`src/rtl/i2c_frame_scheduler.sv`:
```
// i2c_frame_scheduler: round-robin arbiter that turns one granted request into
// a complete I2C write frame (START+device address, register address,
// 0..MAX_BYTES payload bytes, STOP) driven through a byte-level I2C master.
// A per-phase watchdog drops a frame whose master handshake stalls.
module i2c_frame_scheduler #(
  parameter int          NUM_REQ   = 2,
  parameter int          MAX_BYTES = 5,
  parameter logic [7:0]  DEV_ADDR  = 8'hAA,
  parameter int          TIMEOUT   = 4096
) (
  input  logic                           clk,
  input  logic                           reset,
  input  logic [NUM_REQ-1:0]             req_valid,
  input  logic [NUM_REQ*8-1:0]           req_reg_addr,
  input  logic [NUM_REQ*3-1:0]           req_len,
  input  logic [NUM_REQ*MAX_BYTES*8-1:0] req_data,
  output logic [NUM_REQ-1:0]             req_ack,
  output logic [NUM_REQ-1:0]             grant,
  output logic                           busy,
  output logic                           frame_done,
  output logic                           frame_err,
  output logic                           start,
  output logic                           stop,
  output logic                           i2c_en,
  output logic [7:0]                     tx_data,
  input  logic                           ready
);

  localparam int IDX_W = (NUM_REQ > 1) ? $clog2(NUM_REQ) : 1;
  localparam int WD_W  = $clog2(TIMEOUT + 1);

  typedef enum logic [2:0] {IDLE, ISSUE, WAIT_DONE, DONE, ERR} state_t;

  state_t             state_reg, state_next;
  logic [3:0]         elem_reg, elem_next;
  logic [WD_W-1:0]    wd_reg, wd_next;
  logic [IDX_W-1:0]   last_grant_reg, last_grant_next;
  logic [NUM_REQ-1:0] grant_reg, grant_next;
  logic [NUM_REQ-1:0] ack_reg, ack_next;
  logic [7:0]         reg_addr_reg, reg_addr_next;
  logic [2:0]         len_reg, len_next;
  logic [7:0]         data_reg  [MAX_BYTES];
  logic [7:0]         data_next [MAX_BYTES];

  // Per-requester views of the flattened request buses
  logic [7:0] reg_arr  [NUM_REQ];
  logic [2:0] len_arr  [NUM_REQ];
  logic [7:0] data_arr [NUM_REQ][MAX_BYTES];

  for (genvar gi = 0; gi < NUM_REQ; gi++) begin : g_req
    assign reg_arr[gi] = req_reg_addr[gi*8 +: 8];
    assign len_arr[gi] = req_len[gi*3 +: 3];
    for (genvar gk = 0; gk < MAX_BYTES; gk++) begin : g_byte
      assign data_arr[gi][gk] = req_data[(gi*MAX_BYTES+gk)*8 +: 8];
    end
  end

  // Round-robin search starting one past the previous owner
  logic             found;
  logic [IDX_W-1:0] win_idx;
  int               cand;
  always_comb begin
    found   = 1'b0;
    win_idx = '0;
    cand    = 0;
    for (int k = 1; k <= NUM_REQ; k++) begin
      cand = (int'(last_grant_reg) + k) % NUM_REQ;
      if (!found && req_valid[IDX_W'(cand)]) begin
        found   = 1'b1;
        win_idx = IDX_W'(cand);
      end
    end
  end

  // Oversized lengths are clamped so the frame never reads past the payload
  logic [2:0] win_len, clamped_len;
  assign win_len     = len_arr[win_idx];
  assign clamped_len = (win_len > 3'(MAX_BYTES)) ? 3'(MAX_BYTES) : win_len;

  // Element index of the STOP command for the latched frame
  logic [3:0] stop_elem;
  assign stop_elem = {1'b0, len_reg} + 4'd2;

  // Select the payload byte for elements 2..L+1
  logic [7:0] payload_byte;
  always_comb begin
    payload_byte = 8'h00;
    for (int k = 0; k < MAX_BYTES; k++) begin
      if (elem_reg == 4'(k + 2)) payload_byte = data_reg[k];
    end
  end

  // Command outputs decoded only from state and element index
  always_comb begin
    i2c_en  = (state_reg == ISSUE);
    start   = 1'b0;
    stop    = 1'b0;
    tx_data = 8'h00;
    if (state_reg == ISSUE) begin
      if (elem_reg == 4'd0) begin
        start   = 1'b1;
        tx_data = DEV_ADDR;
      end else if (elem_reg == 4'd1) begin
        tx_data = reg_addr_reg;
      end else if (elem_reg == stop_elem) begin
        stop    = 1'b1;
        tx_data = 8'h00;
      end else begin
        tx_data = payload_byte;
      end
    end
  end

  assign req_ack    = ack_reg;
  assign grant      = grant_reg;
  assign busy       = (state_reg != IDLE);
  assign frame_done = (state_reg == DONE);
  assign frame_err  = (state_reg == ERR);

  // Next-state, arbitration capture and watchdog logic
  always_comb begin
    state_next      = state_reg;
    elem_next       = elem_reg;
    last_grant_next = last_grant_reg;
    grant_next      = grant_reg;
    ack_next        = '0;
    reg_addr_next   = reg_addr_reg;
    len_next        = len_reg;
    for (int k = 0; k < MAX_BYTES; k++) data_next[k] = data_reg[k];

    case (state_reg)
      IDLE: begin
        if (ready && found) begin
          state_next      = ISSUE;
          grant_next      = NUM_REQ'(1) << win_idx;
          ack_next        = NUM_REQ'(1) << win_idx;
          last_grant_next = win_idx;
          reg_addr_next   = reg_arr[win_idx];
          len_next        = clamped_len;
          elem_next       = 4'd0;
          for (int k = 0; k < MAX_BYTES; k++) data_next[k] = data_arr[win_idx][k];
        end
      end
      ISSUE: begin
        // Watchdog wins over a same-cycle acceptance: the phase already overran
        if (wd_reg == WD_W'(TIMEOUT - 1)) state_next = ERR;
        else if (!ready)                  state_next = WAIT_DONE;
      end
      WAIT_DONE: begin
        if (wd_reg == WD_W'(TIMEOUT - 1)) begin
          state_next = ERR;
        end else if (ready) begin
          if (elem_reg == stop_elem) begin
            state_next = DONE;
          end else begin
            elem_next  = elem_reg + 4'd1;
            state_next = ISSUE;
          end
        end
      end
      DONE: begin
        grant_next = '0;
        state_next = IDLE;
      end
      ERR: begin
        grant_next = '0;
        state_next = IDLE;
      end
      default: state_next = IDLE;
    endcase

    // Watchdog restarts on every state change and only runs in handshake phases
    if (state_next != state_reg)
      wd_next = '0;
    else if (state_reg == ISSUE || state_reg == WAIT_DONE)
      wd_next = wd_reg + WD_W'(1);
    else
      wd_next = '0;
  end

  // State and latch registers with synchronous reset
  always_ff @(posedge clk) begin
    if (reset) begin
      state_reg      <= IDLE;
      elem_reg       <= '0;
      wd_reg         <= '0;
      last_grant_reg <= IDX_W'(NUM_REQ - 1);
      grant_reg      <= '0;
      ack_reg        <= '0;
      reg_addr_reg   <= '0;
      len_reg        <= '0;
      for (int k = 0; k < MAX_BYTES; k++) data_reg[k] <= '0;
    end else begin
      state_reg      <= state_next;
      elem_reg       <= elem_next;
      wd_reg         <= wd_next;
      last_grant_reg <= last_grant_next;
      grant_reg      <= grant_next;
      ack_reg        <= ack_next;
      reg_addr_reg   <= reg_addr_next;
      len_reg        <= len_next;
      for (int k = 0; k < MAX_BYTES; k++) data_reg[k] <= data_next[k];
    end
  end

endmodule

```
`config.mk`:
```
export PLATFORM = sky130hd
export DESIGN_NAME = i2c_frame_scheduler
export DESIGN_NICKNAME = d
export VERILOG_FILES = /design/src/rtl/i2c_frame_scheduler.sv
export SDC_FILE = /design/constraint.sdc
export NUM_CORES = 1
export LEC_CHECK = 0
export CORE_MARGIN = 1
export CORE_UTILIZATION = 48
export CTS_BUF_LIST = sky130_fd_sc_hd__clkbuf_4 sky130_fd_sc_hd__clkbuf_8 sky130_fd_sc_hd__clkbuf_16
export CTS_CLUSTER_SIZE = 25
export DETAILED_ROUTE_END_ITERATION = 12
export GPL_TIMING_DRIVEN = 0
export PLACE_DENSITY = 0.92
export SYNTH_ARGS = -nofsm -noshare
export SYNTH_HDL_FRONTEND = slang
export SYNTH_SLANG_ARGS = --single-unit
```
`constraint.sdc`:
```
create_clock -name clk -period 3 [get_ports clk]
set_input_delay 0.3 -clock clk [delete_from_list [all_inputs] [get_ports clk]]
set_output_delay 0.3 -clock clk [all_outputs]
set_load 0.02 [all_outputs]
```
==> flow_summary.yaml <==
critical_path:
  critical-path-top-delay-family: "compound AO/OA/AOI/OAI gates"
  critPathBufInv: 2
  crit_fanout: 10
  r2r-end: "len_reg[2]$_SDFFE_PP0P_"
  cp_slowest_cell: "sky130_fd_sc_hd__dlygate4sd2_1"
  critical_path_depth: 8
  worstPathArrival_ns: 2.57
  ff2ff_path_depth: 7
  worst-r2r-setup-slack_ns: 0.64
  required_time_worst_endpoint_ns: 2.70
  timing.rr.start: "state_reg[1]$_SDFF_PP0_"
  cp-end-kind: "primary output"
  cp_slowest_stage_delay_ns: 0.39
  worstPathCellList: "inv_1 -> ha_4 -> nor4b_4 -> nand2_1 -> o21ai_0 -> a21oi_1 -> o32ai_1 -> dlygate4sd2_1"
  criticalPathCategory: "reg2out"
  worst_setup_path_start_kind: "flop"
flow_run:
  timing.max_cap.violations: 0
power:
  int_pwr_mw: 1.61
  share_seq_of_total_power_pct: 50.2
  switching_share_pct: 27.2
  max-vdd-ir-drop_mv: 0.208
  leakage_nw: 2.03
  combPwrFrac_pct: 19.3
  finalPower_mw: 2.21
  power.clock.fraction_pct: 30.5
  p_sw_mw: 0.601
  power.density_cell_area_nw_per_um2: 398
hold_path:
  hold_path_depth: 1
  hold_path_end: "wd_reg[0]$_SDFF_PP0_"
  min-delay-start: "wd_reg[0]$_SDFF_PP0_"
  hold_class: "reg2reg"
yosys:
  top_cell_type_s_share_of_synthesized_area_pct: 38.0
  synth.lib_cells_used.distinct: 45
  avgSynthCellArea_um2: 7.40
  syn-instance-count: 541
  synth.yosys.warnings: 0
  synth_largest_area_cell: "sky130_fd_sc_hd__dfxtp_1"
  postSynthRegisterBits: 76
  yosys_most_used_dff: "sky130_fd_sc_hd__dfxtp_1"
  largest_family_of_logic_cells_by_synthesized_area: "simple AND/OR/NAND/NOR gates"
  share_of_synthesized_area_spent_on_multiplexers_pct: 0
  synth-simple-area-share_pct: 27.9
  asyncSetResetFlopFracSynth_pct: 0
  synthesis.area_um2: 4000
  synth-compound-area-share_pct: 22.8
  synth_edf_count: 0
  yosys.area_share.adder_pct: 1.88
  fraction_of_the_yosys_area_taken_by_sequential_cells_pct: 38.0
  synth.top_cells.by_area: "sky130_fd_sc_hd__dfxtp_1 38%, sky130_fd_sc_hd__a311oi_1 11%, sky130_fd_sc_hd__nand2_1 11%, sky130_fd_sc_hd__nor2_1 8.6%, sky130_fd_sc_hd__a21oi_1 4.1%"
  synth_top_cells_by_count: "115 x sky130_fd_sc_hd__nand2_1, 92 x sky130_fd_sc_hd__nor2_1, 76 x sky130_fd_sc_hd__dfxtp_1"
  most_frequently_used_cell_type_in_the_post_synthesis_netlist: "sky130_fd_sc_hd__nand2_1"
  syn-num-nets: 654
  synthXorXnorAreaFrac_pct: 3.50
route:
  totalWireLength_um: 12300
  detail_route.drc_violations: 0
  detail_route.vias_per_cell: 5.77
  route.vias.total: 4501
  drt-pass1-iter-count: 5
  final_antenna_net_count: 0
  avgRoutedWirePerCell_um: 15.8
  dr.first_iter.drc_count: 418
timing:
  hold_slack_ns: 0.469
  finalClockSkew_ns: 0.00691
  finalCriticalPeriod_ns: 2.87
  worst_slew_pin_slew_ns: 0.684
  slew_headroom_pct: 53.9
  share_of_the_clock_period_used_by_the_worst_path_after_layout_pct: 95.8
  final-max-slew-violation-count: 0
  rsz0062_at_grt: "false"
  max_freq_ghz: 0.348
  final_hold_viol_count: 0
  report.final.setup_viol: 0
cells_and_area:
  layout.nets: 787
  antenna_cells: 0
  layout-drive-gt1-share_pct: 5.46
  synthToLayoutAreaGrowth_pct: 38.7
  largest_reg_flops: 40
floorplan:
  die_area_um2: 8700
  number_of_standard_cell_rows_in_the_floorplan: 32
  core_area_um2: 7890
  fp.dieW_um: 93.3
  chipHeight_um: 93.3
  io_pins: 125
  start_util_pct: 50.7
global_routing:
  via_count_of_the_first_global_routing_pass: 4228
  maximum_number_of_pins_on_one_net_before_global_route_repair: 12
  grt_overflow_total: 0
  grtUsageTotal_pct: 28.3
  wire_length_of_the_first_global_routing_pass_um: 19400
  grt_antenna_before_repair: 0
clock_tree:
  cts_hold_buffers: 0
  clock_tree.root_cell: "sky130_fd_sc_hd__clkbuf_8"
  number_of_buffers_added_by_the_clock_tree_synthesis_step: 9
  cts.sink_count: 76
  clk_transition_reported_paths_ns: 0.08
  max_h_tree_level: 3
  clock_tree.buffer_depth: 2
  worst_skew_pair.late_latency_ns: 0.35
  tritoncts: "built"
placement:
  placer_s_final_routability_congestion_estimate: 0.919
  io_buffers: 122
  dp_hpwl_um: 9510
run_status:
  run_status: "finished clean"
## what timing repair did
action                     4_1_cts  5_1_grt
setup endpoints to repair        8        0
setup buffers                    2        0
gates resized for setup         18        0
## per-stage QoR
| step | utilization [%] | instance area, um2 | instances | setup TNS (ns) | worst slack, ns |
|---|---|---|---|---|---|
| floorplan | - | 4000 | 541 | 0 | 0.494 |
| finish | 70.4 | 5550 | 780 | 0 | 0.126 |
| global placement | 67.8 | 5350 | 765 | -1.51 | -0.284 |
| CTS | 70.4 | 5550 | 780 | 0 | 0.165 |
| detailed placement | 67.8 | 5350 | 765 | -1.69 | -0.330 |
| global route | 70.4 | 5550 | 780 | 0 | 0.0277 |
## worst register-to-register path: stages, from the launching register on
cell and delay, ns:
sky130_fd_sc_hd__dfxtp_1 0.30, sky130_fd_sc_hd__clkbuf_1 0.19, sky130_fd_sc_hd__nor2_1 0.21, sky130_fd_sc_hd__and3_1 0.19, sky130_fd_sc_hd__clkbuf_1 0.37, sky130_fd_sc_hd__buf_2 0.37, sky130_fd_sc_hd__buf_1 0.43, sky130_fd_sc_hd__a311oi_1 0.17
## logic make-up after synthesis
group / after synthesis
buf+inv: 58
flops: 76
compound gates: 125
fa+ha+maj: 6
simple gates: 260
xor+xnor: 16
## cell usage in the layout, fill, tap and decap left out, types with 2 or more instances in the layout
master,count
sky130_fd_sc_hd__clkdlybuf4s50_1,114
sky130_fd_sc_hd__a311oi_1,50
sky130_fd_sc_hd__clkinv_2,3
sky130_fd_sc_hd__nor2_1,91
sky130_fd_sc_hd__inv_1,14
sky130_fd_sc_hd__or3_1,3
sky130_fd_sc_hd__a32o_1,4
sky130_fd_sc_hd__ha_1,5
sky130_fd_sc_hd__a31oi_1,2
sky130_fd_sc_hd__clkbuf_1,30
sky130_fd_sc_hd__or2_2,4
sky130_fd_sc_hd__a211oi_1,3
sky130_fd_sc_hd__nand3_1,9
sky130_fd_sc_hd__and3_1,3
sky130_fd_sc_hd__o31ai_1,2
sky130_fd_sc_hd__clkbuf_8,9
sky130_fd_sc_hd__nand2_1,115
sky130_fd_sc_hd__nor3b_1,2
sky130_fd_sc_hd__clkbuf_4,3
sky130_fd_sc_hd__buf_1,5
sky130_fd_sc_hd__nor3_1,8
sky130_fd_sc_hd__dlygate4sd2_1,8
sky130_fd_sc_hd__buf_2,4
sky130_fd_sc_hd__o21ai_0,12
sky130_fd_sc_hd__buf_4,2
sky130_fd_sc_hd__buf_6,2
sky130_fd_sc_hd__xnor2_1,10
sky130_fd_sc_hd__nor2b_1,5
sky130_fd_sc_hd__o32ai_1,4
sky130_fd_sc_hd__o22ai_1,4
sky130_fd_sc_hd__xor2_1,6
sky130_fd_sc_hd__a22oi_1,2
sky130_fd_sc_hd__and2_1,4
sky130_fd_sc_hd__dfxtp_1,74
sky130_fd_sc_hd__nand4_1,4
sky130_fd_sc_hd__dfxtp_2,2
sky130_fd_sc_hd__a2bb2oi_1,4
sky130_fd_sc_hd__a21oi_1,33
sky130_fd_sc_hd__nand2b_1,2
## per-layer routing
metal / track usage (%) / vias to the layer above / routed length (um)
li1: - / 2157 / -
met1: 34.6 / 2118 / 5140
met2: 50.7 / 196 / 6160
met3: 3.33 / 30 / 711
met4: 10.8 / 0 / 308
met5: 0 / - / 0
## how the worst max path moves through the flow
| stage | from | endpoint | slack [ns] |
|---|---|---|---|
| 6_report | elem_reg[0]$_SDFFE_PP0P_ | tx_data[3] | 0.13 |
| 5_1_grt | elem_reg[0]$_SDFFE_PP0P_ | tx_data[3] | 0.03 |
| 4_1_cts | elem_reg[0]$_SDFFE_PP0P_ | tx_data[6] | 0.16 |
| 3_5_place_dp | elem_reg[0]$_SDFFE_PP0P_ | tx_data[3] | -0.33 |
| 3_3_place_gp | elem_reg[0]$_SDFFE_PP0P_ | tx_data[3] | -0.28 |
| 2_1_floorplan | elem_reg[0]$_SDFFE_PP0P_ | tx_data[1] | 0.49 |
## final cells by class
type | instances | area [um2]
fill | 619 | 2340
multi-input combinational | 407 | 2280
sequential | 76 | 1520
timing repair buffer | 124 | 1230
buffer | 42 | 179
clock buffer | 12 | 146
tap | 102 | 128
inverter | 14 | 52.6
clock inverter | 3 | 15.0
## power groups by stage
stage,Combinational [mW],Clock [mW],Sequential (mW)
after floorplan,0.209,0,1.11
after global placement,0.413,0,1.13
after detailed placement,0.424,0,1.13
after CTS,0.423,0.672,1.11
after global routing,0.465,0.709,1.11
final,0.427,0.674,1.11
Power figures use the tool's default switching activity.
